$ cat src/rtl/mux4_rr_arbiter.sv
// rtl/mux4_rr_arbiter.sv - round-robin arbiter driving a shared 4:1 mux with valid/ready output
// Define ARB_FIXED_PRIO_EN for fixed priority (requester 0 highest) instead of round-robin.
module mux4_rr_arbiter #(
  parameter int DW    = 1,
  parameter int BURST = 4
) (
  input  logic          clk,
  input  logic          rst,
  input  logic [3:0]    req,
  input  logic [4*DW-1:0] din,
  input  logic          out_ready,
  output logic          out_valid,
  output logic [DW-1:0] dout,
  output logic [1:0]    sel,
  output logic [3:0]    gnt,
  output logic [3:0]    ack
);

  typedef enum logic {IDLE, BUSY} state_t;

  state_t     state, state_nxt;
  logic [1:0] sel_q, sel_nxt;
  logic [3:0] gnt_q, gnt_nxt;
  logic [1:0] ptr, ptr_nxt;
  logic [3:0] beat_cnt, beat_cnt_nxt;

  logic       found;
  logic [1:0] pick;
  logic [1:0] base;
  logic [1:0] cand;
  logic       valid_raw;
  logic       beat;

  // Search starts just past the last holder so every requester gets a turn.
  always_comb begin
    found = 1'b0;
    pick  = 2'd0;
    cand  = 2'd0;
`ifdef ARB_FIXED_PRIO_EN
    base  = 2'd0;
`else
    base  = ptr + 2'd1;
`endif
    for (int k = 0; k < 4; k++) begin
      cand = base + 2'(k);
      if (!found && req[cand]) begin
        found = 1'b1;
        pick  = cand;
      end
    end
  end

  assign valid_raw = (state == BUSY) && req[sel_q];
  assign beat      = valid_raw && out_ready;

  always_comb begin
    state_nxt    = state;
    sel_nxt      = sel_q;
    gnt_nxt      = gnt_q;
    ptr_nxt      = ptr;
    beat_cnt_nxt = beat_cnt;
    case (state)
      IDLE: begin
        if (found) begin
          sel_nxt      = pick;
          gnt_nxt      = 4'b0001 << pick;
          beat_cnt_nxt = 4'd0;
          state_nxt    = BUSY;
        end
      end
      BUSY: begin
        if (!req[sel_q] || (beat && beat_cnt == 4'(BURST - 1))) begin
          state_nxt = IDLE;
          gnt_nxt   = 4'b0000;
          ptr_nxt   = sel_q;
        end
        if (beat) begin
          beat_cnt_nxt = beat_cnt + 4'd1;
        end
      end
      default: state_nxt = IDLE;
    endcase
  end

  always_ff @(posedge clk) begin
    if (rst) begin
      state    <= IDLE;
      sel_q    <= 2'd0;
      gnt_q    <= 4'b0000;
      ptr      <= 2'd3;
      beat_cnt <= 4'd0;
    end else begin
      state    <= state_nxt;
      sel_q    <= sel_nxt;
      gnt_q    <= gnt_nxt;
      ptr      <= ptr_nxt;
      beat_cnt <= beat_cnt_nxt;
    end
  end

  // All outputs read as reset values while rst is high, so no ack leaks in that cycle.
  always_comb begin
    out_valid = 1'b0;
    dout      = '0;
    ack       = 4'b0000;
    sel       = 2'd0;
    gnt       = 4'b0000;
    if (!rst) begin
      out_valid = valid_raw;
      sel       = sel_q;
      gnt       = gnt_q;
      if (valid_raw) begin
        dout = din[int'(sel_q)*DW +: DW];
      end
      if (beat) begin
        ack = 4'b0001 << sel_q;
      end
    end
  end

endmodule

$ cat config.mk
export PLATFORM = sky130hd
export DESIGN_NAME = mux4_rr_arbiter
export DESIGN_NICKNAME = d
export VERILOG_FILES = /design/src/rtl/mux4_rr_arbiter.sv
export SDC_FILE = /design/constraint.sdc
export NUM_CORES = 1
export LEC_CHECK = 0
export ABC_AREA = 1
export BUFFER_PORTS_ARGS = -buffer_cell sky130_fd_sc_hd__buf_4
export CELL_PAD_IN_SITES_DETAIL_PLACEMENT = 0
export CELL_PAD_IN_SITES_GLOBAL_PLACEMENT = 1
export CORE_MARGIN = 1
export CORE_UTILIZATION = 39
export DETAILED_ROUTE_END_ITERATION = 7
export PLACE_DENSITY_LB_ADDON = 0.05
export SETUP_SLACK_MARGIN = 0.4
export SKIP_LAST_GASP = 1
export SYNTH_ARGS = -nofsm -noshare
export SYNTH_HDL_FRONTEND = slang
export SYNTH_SLANG_ARGS = --single-unit
$ cat constraint.sdc
create_clock -name clk -period 3.3 [get_ports clk]
set_input_delay 0.66 -clock clk [delete_from_list [all_inputs] [get_ports clk]]
set_output_delay 0.66 -clock clk [all_outputs]
set_load 0.01 [all_outputs]
Yosys cells after proc, flatten, opt, wreduce, memory -nomap -nowiden
Cells that the tools add are included.
{ "word_totals": {"ff_bits": 13, "out_inout_bits": 12} }
{ "classes": {"eq_ne": 4, "magnitude_cmp": 5, "shifts": 3, "n_reduce_logical": 15, "bitwise_logic": 1, "mux": 34, "add_sub_neg": 5} }
{ "op_table": {"columns": ["op", "count"], "rows": [
  ["2-to-1 mux 4 bit", 7],
  ["one-hot mux 4 bit (2 select lines)", 2],
  ["less-than comparator 2 x 3 -> 1 bit, second input constant", 5],
  ["2-to-1 mux 1 bit", 14],
  ["binary-select mux 1 bit (select 2 bit)", 5],
  ["2-to-1 mux 2 bit", 5],
  ["AND reduction 2 bit", 4],
  ["left shift 1 x 2 -> 4 bit, first input constant", 2],
  ["logical AND 1 bit", 6],
  ["adder 2 x 1 -> 2 bit, second input constant", 2],
  ["adder 2 bit, second input constant", 2],
  ["adder 4 x 1 -> 4 bit, second input constant", 1],
  ["equality test 4 x 2 -> 1 bit, second input constant", 1],
  ["zero test 1 bit", 4],
  ["inequality test 2 x 1 -> 1 bit, second input constant", 2],
  ["indexed part select 4 x 3 -> 1 bit", 1],
  ["inequality test 2 bit, second input constant", 1],
  ["one-hot mux 1 bit (2 select lines)", 1],
  ["logical OR 1 bit", 1],
  ["NOT 1 bit", 1]
]} }

Depth between registers and ports, before layout
Gate-level depths: netlist (run 1).
{ "logic_depth": {"ltp_word": 16, "depth_mapped": 13, "depth_no_buf": 12} }

Worst setup path before layout (run 1)
Ideal clock, no wire load.
{ "synth_timing": {"path_type": "input-to-output", "from": "input port req[3]", "to": "output port ack[0]", "arrival_time_ns": 1.585, "slack_ns": 1.055, "n_path_buf": 0, "path_stages": 8, "path_cell_list": "inv_1 > nor2_1 > a21oi_1 > nand2_1 > nand2_1 > nor2_1 > nand2_1 > nor3_1"} }
{ "synth_via": {"elab_chain_cells": 6} }
{ "synth_rtl": {"columns": ["element", "line_no", "source"], "rows": [
  ["start: declaration", "9", "input logic [3:0] req,"],
  ["binary-select mux 1 bit (select 2 bit)", "53", "assign valid_raw = (state == BUSY) && req[sel_q];"],
  ["2-to-1 mux 1 bit (not written as such)", "53", null],
  ["logical AND 1 bit", "53", null],
  ["logical AND 1 bit", "54", "assign beat = valid_raw && out_ready;"],
  ["2-to-1 mux 4 bit", "115", "if (beat) begin"],
  ["2-to-1 mux 4 bit", "108", "if (!rst) begin"],
  ["end: declaration", "16", "output logic [3:0] ack"]
]} }
Every way passes these cells. The select of a mux whose other input is x is not followed.

Final worst setup path (run 1)
{ "layout_timing": {"from": "register sel_q[0]", "to": "output port ack[0]"} }
{ "layout_via": {"elab_chain_cells": 6, "elab_cells_between_ends": 7, "classes_between": "shift: 1; mux: 4; reduce/logical: 2"} }
{ "layout_rtl": {"columns": ["element", "line_no", "source"], "rows": [
  ["start: declaration", "22", "logic [1:0] sel_q, sel_nxt;"],
  ["start signal: assignment", "94", "sel_q <= sel_nxt;"],
  ["binary-select mux 1 bit (select 2 bit)", "53", null],
  ["2-to-1 mux 1 bit (not written as such)", "53", null],
  ["logical AND 1 bit", "53", null],
  ["logical AND 1 bit", "54", null],
  ["2-to-1 mux 4 bit *", "115", null],
  ["2-to-1 mux 4 bit *", "108", null]
]} }
Mark *: on every way between the ends. The rest lies on a longest branch, timed or not. The select of a mux whose other input is x is not followed.

==> results.md, run 1 <==
* Worst setup SP type: flip-flop
* Mapped Area at between 0.001 and 0.0015 mm²
* Vias in the first global route at roughly 870
* I/O pin count at 23
* CORE AREA at approximately 0.0026 mm²
* RePlAce Congestion at roughly 0.77
* Final Hold Fails at 0
* Register area share after synthesis at 0.239
* Residual DRC count at 0
* Peak Freq at 397 MHz
* DRT iter0 DRCs at 19
* Total Wirelength at approximately 2500 µm
* Clock buffer count from CTS at 3
* Die area at 0.00301 mm²
* Crit Path Max Fanout at 10
* P per Cell Area at 760 mW/mm²
* Core Rows at 18
* CP Capture Type: output port
* Slew headroom at 0.731
* Hold path depth at 2
* Synth top area cells: dfxtp_1 (24%), nand2_1 (20%), nand3_1 (10%), nor2_1 (7.9%), nand2_4 (6.2%)
* Initial antenna violation count at 0
* Skew final at ~7 ps
* Cells after Synth at 180
* Fillers at between 200 and 300
* Final setup TNS at 0 ps
* Yosys reg bits at 13
* IO buf count at 22
* Hpwl dp at about 2000 µm
* Initial core utilization at 0.424
* Die width at around 55 µm
* R2r setup slk at roughly 1200 ps
* Post-DRT Antenna Nets at 0
* Leading area contributor after synthesis: dfxtp_1
* Largest net degree at the start of global routing at 16
* Min-Delay Path Class: reg2reg
* Setup Viol. Count Final at 0
* CTS tree: done
* Share of cells above drive strength 1 at 0.224
* All-layer global routing usage at 0.179
* Max-capacitance violation count at 0
* Main synth FF type: dfxtp_1
* Worst-Skew Late Latency at between 200 and 300 ps
* Leak at between 0.0006 and 0.0007 µW
* Period utilization at 0.763
* Outcome: complete, no violations
* Post-synth ARST share at 0
* Router iterations before antenna repair at 4
* TritonCTS Sinks at 13
* WS Path Type: reg2out
* Slew at the pin with the worst max-slew slack at roughly 400 ps
* Arr. time, crit path at approximately 1900 ps
* Final core occ at 0.497
* # hold bufs at CTS at 0
* Synth cell count leaders: nand2_1 (57), nor2_1 (23), nand3_1 (22)
* Pre-CTS setup slack at between 900 and 1000 ps
* Most numerous cell in the Yosys netlist: nand2_1
* Post-synth net total at 192
* Synth warn at 0
* Worst VDD drop at about 0.42 mV
* Wire per inst at between 10 and 15 µm
* H-tree level count at 1
* N_diodes at 0
* Nets at 214
* Final worst path period need at about 2500 ps
* Worst Reg2Reg Path Length in Cells at 11
* GRT overflow at 0
* Max Root-Sink Buffers at 2
* Setup Fix Bufs, Post-CTS at 0
* Hold Slack at between 500 and 600 ps
* Yosys top cell area share at 0.239
* P&R area growth vs syn at 17.1%
* Worst-path clk slew at 80 ps
* Die extent in y at approximately 55 µm
* Vias per cell at 4.94
* Fin. max-slew vios at 0
* First-pass GRT wire length at 3840 µm
* Setup ws final at 783 ps
* Unrepaired setup endpoints after global routing: false
* Post-synth EDFFs at 0
* Clk root buf: clkbuf_4
* Syn avg cell area at approximately 6 µm²
* WP data required at between 2000 and 3000 ps
* Post-CTS sizing at 0
* Routed vias at 1,142
* Distinct cells, synth at 26
-- power by group --
| part | internal [µW] | switching, µW |
|---|---|---|
| Combinational | 209 | 400 |
| Sequential | 199 | 61.5 |
| Clock | 46.8 | 52.7 |
-- layout make-up --
type                            instances  area [µm²]  area share
Inverter                               20        75.1      0.0589
Timing Repair Buffer                   22         165       0.130
Sequential cell                        13         260       0.204
Clock buffer                            4        26.3      0.0206
Tap cell                               30        37.5      0.0294
Multi-Input combinational cell        142         711       0.557
-- per-stage QoR --
stage	std cells	power, µW	cell area, µm²
CTS	231	973	1270
global placement	227	862	1250
finish	231	969	1270
detailed placement	227	870	1250
global route	231	1060	1270
floorplan	180	763	1090
-- cell usage in the layout (no fill, tap or decap), drive strengths merged --
master	netlist	layout
nand2	71	71
nor2	24	24
nand3	23	23
buf	4	22
inv	20	20
dfxtp	13	13
a21oi	7	7
clkbuf	1	4
nor3	3	3
o211ai	3	3
nand4	2	2
o21ai	2	2
a31oi	1	1
o31ai	1	1
nand3b	1	1
xor2	1	1
xnor2	1	1
or2	1	1
ha	1	1
-- worst paths after layout --
kind	from	endpoint
worst min register to register	beat_cnt[1]	beat_cnt[1]
worst max register to register	ptr[0]	sel_q[0]
worst min-delay path	beat_cnt[1]	beat_cnt[1]
worst max-delay path	sel_q[0]	ack[0]
-- logic make-up after synthesis --
logic type / after synthesis / share of synthesized area
adder cells (fa/ha/maj): 1 / 0.0115
XOR/XNOR: 2 / 0.0161
AND/OR/NAND/NOR: 125 / 0.551
buffers and inverters: 25 / 0.108
AO/OA/AOI/OAI: 14 / 0.0747
flip-flops: 13 / 0.239
-- flip-flops by register name, summed over array words and instances, names as in the netlist --
register / cells
sel_q: 2
gnt_q: 4
beat_cnt: 4
state: 1
ptr: 2
-- worst max-delay path: stages, from the launching register on --
cell and delay (ps):
dfxtp_1 530, nand2_1 140, nor2_1 110, a21oi_1 50, nand2_1 120, nand2_1 80
nor2_1 130, nand2_1 120, nor3_1 160, buf_4 150
-- layer usage --
| layer | vias to the layer above | global-route usage | share of wire |
|---|---|---|---|
| met2 | 29 | 0.257 | 0.41 |
| met3 | 0 | 0.0583 | 0.054 |
| met4 | 0 | 0.0256 | 0 |
| met5 | - | 0 | 0 |
| met1 | 500 | 0.260 | 0.53 |
| li1 | 613 | - | - |
Note: power is estimated with default switching activity, not from simulation.
==> inputs of run 2 (changes only) <==
Settings changed: ABC_AREA 1 to 0, CORE_UTILIZATION 39 to 36.
Clock period 3.3 ns to 2.6 ns, I/O delays scaled along.
==> run 2 against run 1 <==
Effect of this change:
- sequential cell count did not move
- first-iteration DRC count rose by 11%
- core utilization barely moved
- area after synthesis fell by 28%
- largest power group is now sequential cells
- worst hold slack got worse by 23 ps
- clock skew rose by 4.0 ps
- routed wire length fell by 34%
- global-route usage fell by 2.3 points
- combinational power fell by 80%
- via count fell by 35%
==> results.md, run 2 <==
* Slowest stage cell, crit path: mux4_2 (was dfxtp_1)
* Max stage delay on crit path at 510 ps (was 530 ps)
* Most frequent cells in the layout: buf_4 (24), dfxtp_1 (11), nor2b_1 (8), nor2_1 (7), nor3_1 (6) (was nand2_1 (57), nor2_1 (23), nand3_1 (22), buf_4 (22), inv_1 (17))
* N_diodes at 0 (unchanged)
* Max-capacitance violation count at 0 (unchanged)
* CORE AREA at 0.00200 mm² (was 0.00257 mm²)
* H-tree level count at 1 (unchanged)
* Min-Delay Path Class: reg2reg (unchanged)
* Setup Viol. Count Final at 0 (unchanged)
* Hpwl dp at 1240 µm (was 1960 µm)
* Worst VDD drop at 0.251 mV (was 0.419 mV)
* Pre-CTS setup slack at 367 ps (was 958 ps)
* Router iterations before antenna repair at 4 (unchanged)
* Biggest regs: beat_cnt: 4 flops, gnt_q: 4 flops (unchanged)
* Clk root buf: clkbuf_4 (unchanged)
* Routed vias at 745 (was 1,142)
* Distinct cells, synth at 37 (was 26)
* Die extent in y at 48.5 µm (was 54.8 µm)
* CTS tree: done (unchanged)
* Arr. time, crit path at 1600 ps (was 1860 ps)
* Total Wirelength at 1660 µm (was 2500 µm)
* Outcome: complete, no violations (unchanged)
* First-pass GRT wire length at 2860 µm (was 3840 µm)
* Slew headroom at 0.588 (was 0.731)
* Post-synth ARST share at 0 (unchanged)
* I/O pin count at 23 (unchanged)
* Register area share after synthesis at 0.334 (was 0.239)
* All-layer global routing usage at 0.156 (was 0.179)
* Placed Cells at 136 (was 227)
* Wire per inst at 11.7 µm (was 10.8 µm)
* Vias in the first global route at 622 (was 865)
* Nets at 127 (was 214)
* Post-DRT Antenna Nets at 0 (unchanged)
* Post-Layout Cell Count at 141 (was 231)
* Total power at 480 µW (was 969 µW)
* Residual DRC count at 0 (unchanged)
* CP Cell Sequence: mux4_2, buf_4, and3_1, buf_4 (was nand2_1, nor2_1, a21oi_1, nand2_1, nand2_1, nor2_1, nand2_1, nor3_1, buf_4)
* Vias per cell at 5.28 (was 4.94)
* Final setup TNS at 0 ps (unchanged)
* Leak at 0.000424 µW (was 0.000674 µW)
* Die width at 48.5 µm (was 54.8 µm)
* CP Capture Type: output port (unchanged)
* Skew final at 11.0 ps (was 6.96 ps)
* Crit Path Max Fanout at 6 (was 10)
* Synth warn at 0 (unchanged)
* P&R area growth vs syn at 27.6% (was 17.1%)
* P per Cell Area at 482 mW/mm² (was 760 mW/mm²)
* Slew at the pin with the worst max-slew slack at 612 ps (was 403 ps)
* Most numerous cell in the Yosys netlist: dfxtp_1 (was nand2_1)
* Initial antenna violation count at 0 (unchanged)
* Leading area contributor after synthesis: dfxtp_1 (unchanged)
* WP data required at 2080 ps (was 2640 ps)
* Period utilization at 0.815
* Worst-path clk slew at 90 ps (was 80 ps)
* Yosys top cell area share at 0.334 (was 0.239)
* Fin. max-slew vios at 0 (unchanged)
* DRT iter0 DRCs at 21 (was 19)
* Max Root-Sink Buffers at 2 (unchanged)
* Clock buffer count from CTS at 3 (unchanged)
* Peak Freq at roughly 470 MHz
* Final worst path period need at 2120 ps
* Largest net degree at the start of global routing at 20 (was 16)
* Final Hold Fails at 0 (unchanged)
* Post-synth EDFFs at 0 (unchanged)
* Die area at 0.00236 mm² (was 0.00301 mm²)
* Core Rows at 16 (was 18)
* Unrepaired setup endpoints after global routing: false (unchanged)
* Syn avg cell area at 8.47 µm² (was 6.05 µm²)
* IO buf count at 22 (unchanged)
* Mapped Area at 779 µm² (was 0.00109 mm²)
* Post-synth net total at 104 (was 192)
* Setup ws final at 481 ps (was 783 ps)
* Fillers at 217 (was 280)
* RePlAce Congestion at 0.706 (was 0.766)
* GRT overflow at 0 (unchanged)
* CP most frequent cell: buf_4 (was nand2_1)
* Worst setup SP type: flip-flop (unchanged)
* Most common cell after layout, fill and taps aside: buf_4 (was nand2_1)
* Synth cell count leaders: dfxtp_1 (13), nor2b_1 (8), nor2_1 (7) (was nand2_1 (57), nor2_1 (23), nand3_1 (22))
* Worst-Skew Late Latency at 290 ps (was 280 ps)
* Yosys reg bits at 13 (unchanged)
* Main synth FF type: dfxtp_1 (unchanged)
* Initial core utilization at 0.389 (was 0.424)
* WS Path Type: reg2out (unchanged)
* Cells after Synth at 92 (was 180)
* Share of cells above drive strength 1 at 0.333 (was 0.224)
* Hold Slack at 490 ps (was 513 ps)
* Synth top area cells: dfxtp_1 (33%), nor2b_1 (6.4%), mux4_2 (5.8%), nor3_1 (3.9%), nor2_1 (3.4%) (was dfxtp_1 (24%), nand2_1 (20%), nand3_1 (10%), nor2_1 (7.9%), nand2_4 (6.2%))
* TritonCTS Sinks at 13 (unchanged)
## run 2: cell type report
type / count / area, µm² / share of cell area
multi-input combinational: 70 / 479 / 0.482
sequential: 13 / 263 / 0.264
timing repair buffer: 24 / 180 / 0.181
tap: 27 / 33.8 / 0.0340
clock buffer: 3 / 22.5 / 0.0226
inverter: 3 / 11.3 / 0.0113
clock inverter: 1 / 5.00 / 0.00503
## run 2: metal layers
metal | up-vias | track usage | wire (µm)
met5 | - | 0 | 0
met4 | 0 | 0.0882 | 38
met3 | 4 | 0.0314 | 86
met2 | 22 | 0.232 | 691
met1 | 343 | 0.211 | 840
li1 | 376 | - | -
## run 2: per-stage QoR
step            util  cell area [µm²]
2_1_floorplan      -              779
3_3_place_gp   0.477              955
3_5_place_dp   0.477              955
4_1_cts        0.494              990
5_1_grt        0.497              995
6_report       0.497              995
## run 2: power by group
part	switching (µW)	total (µW)	leakage [µW]	internal, µW
registers	14.5	229	0.000107	214
logic	60.5	122	0.000299	61.7
clock network	71.8	129	0.0000177	57.2
total	147	480	0.000424	333
## run 2: path summary, 6_finish.rpt
check                   start           to  slack, ps  cells after the start
hold reg to reg   beat_cnt[1]  beat_cnt[1]        490                      2
setup / recovery     sel_q[1]         dout        480                      4
hold / removal    beat_cnt[1]  beat_cnt[1]        490                      2
setup reg to reg  beat_cnt[0]     gnt_q[2]        840                      5
## run 2: kinds of logic (layout without fill, tap and decap cells)
family	Yosys count	in the layout	share of synthesized area
simple gates	48	48	0.342
xor+xnor	2	2	0.0225
buf+inv	9	31	0.0546
fa+ha+maj	1	1	0.0160
flops	13	13	0.334
compound gates	16	16	0.161
mux	3	3	0.0706
## run 2: worst max-delay path, delay by kind of cell (launching register included)
family,cells,cell delay [ps]
muxes,1,510
DFF,1,350
and+or+nand+nor,1,140
buffers and inverters,2,320
## run 2: what timing repair did
action                     in CTS  in global routing
cloned                          0                  0
buffers inserted                1                  0
hold endpoints to repair        0                  0
gates resized for setup         0                  3
pin swaps                       0                  0
hold buffers                    0                  0
setup endpoints to repair       4                  5
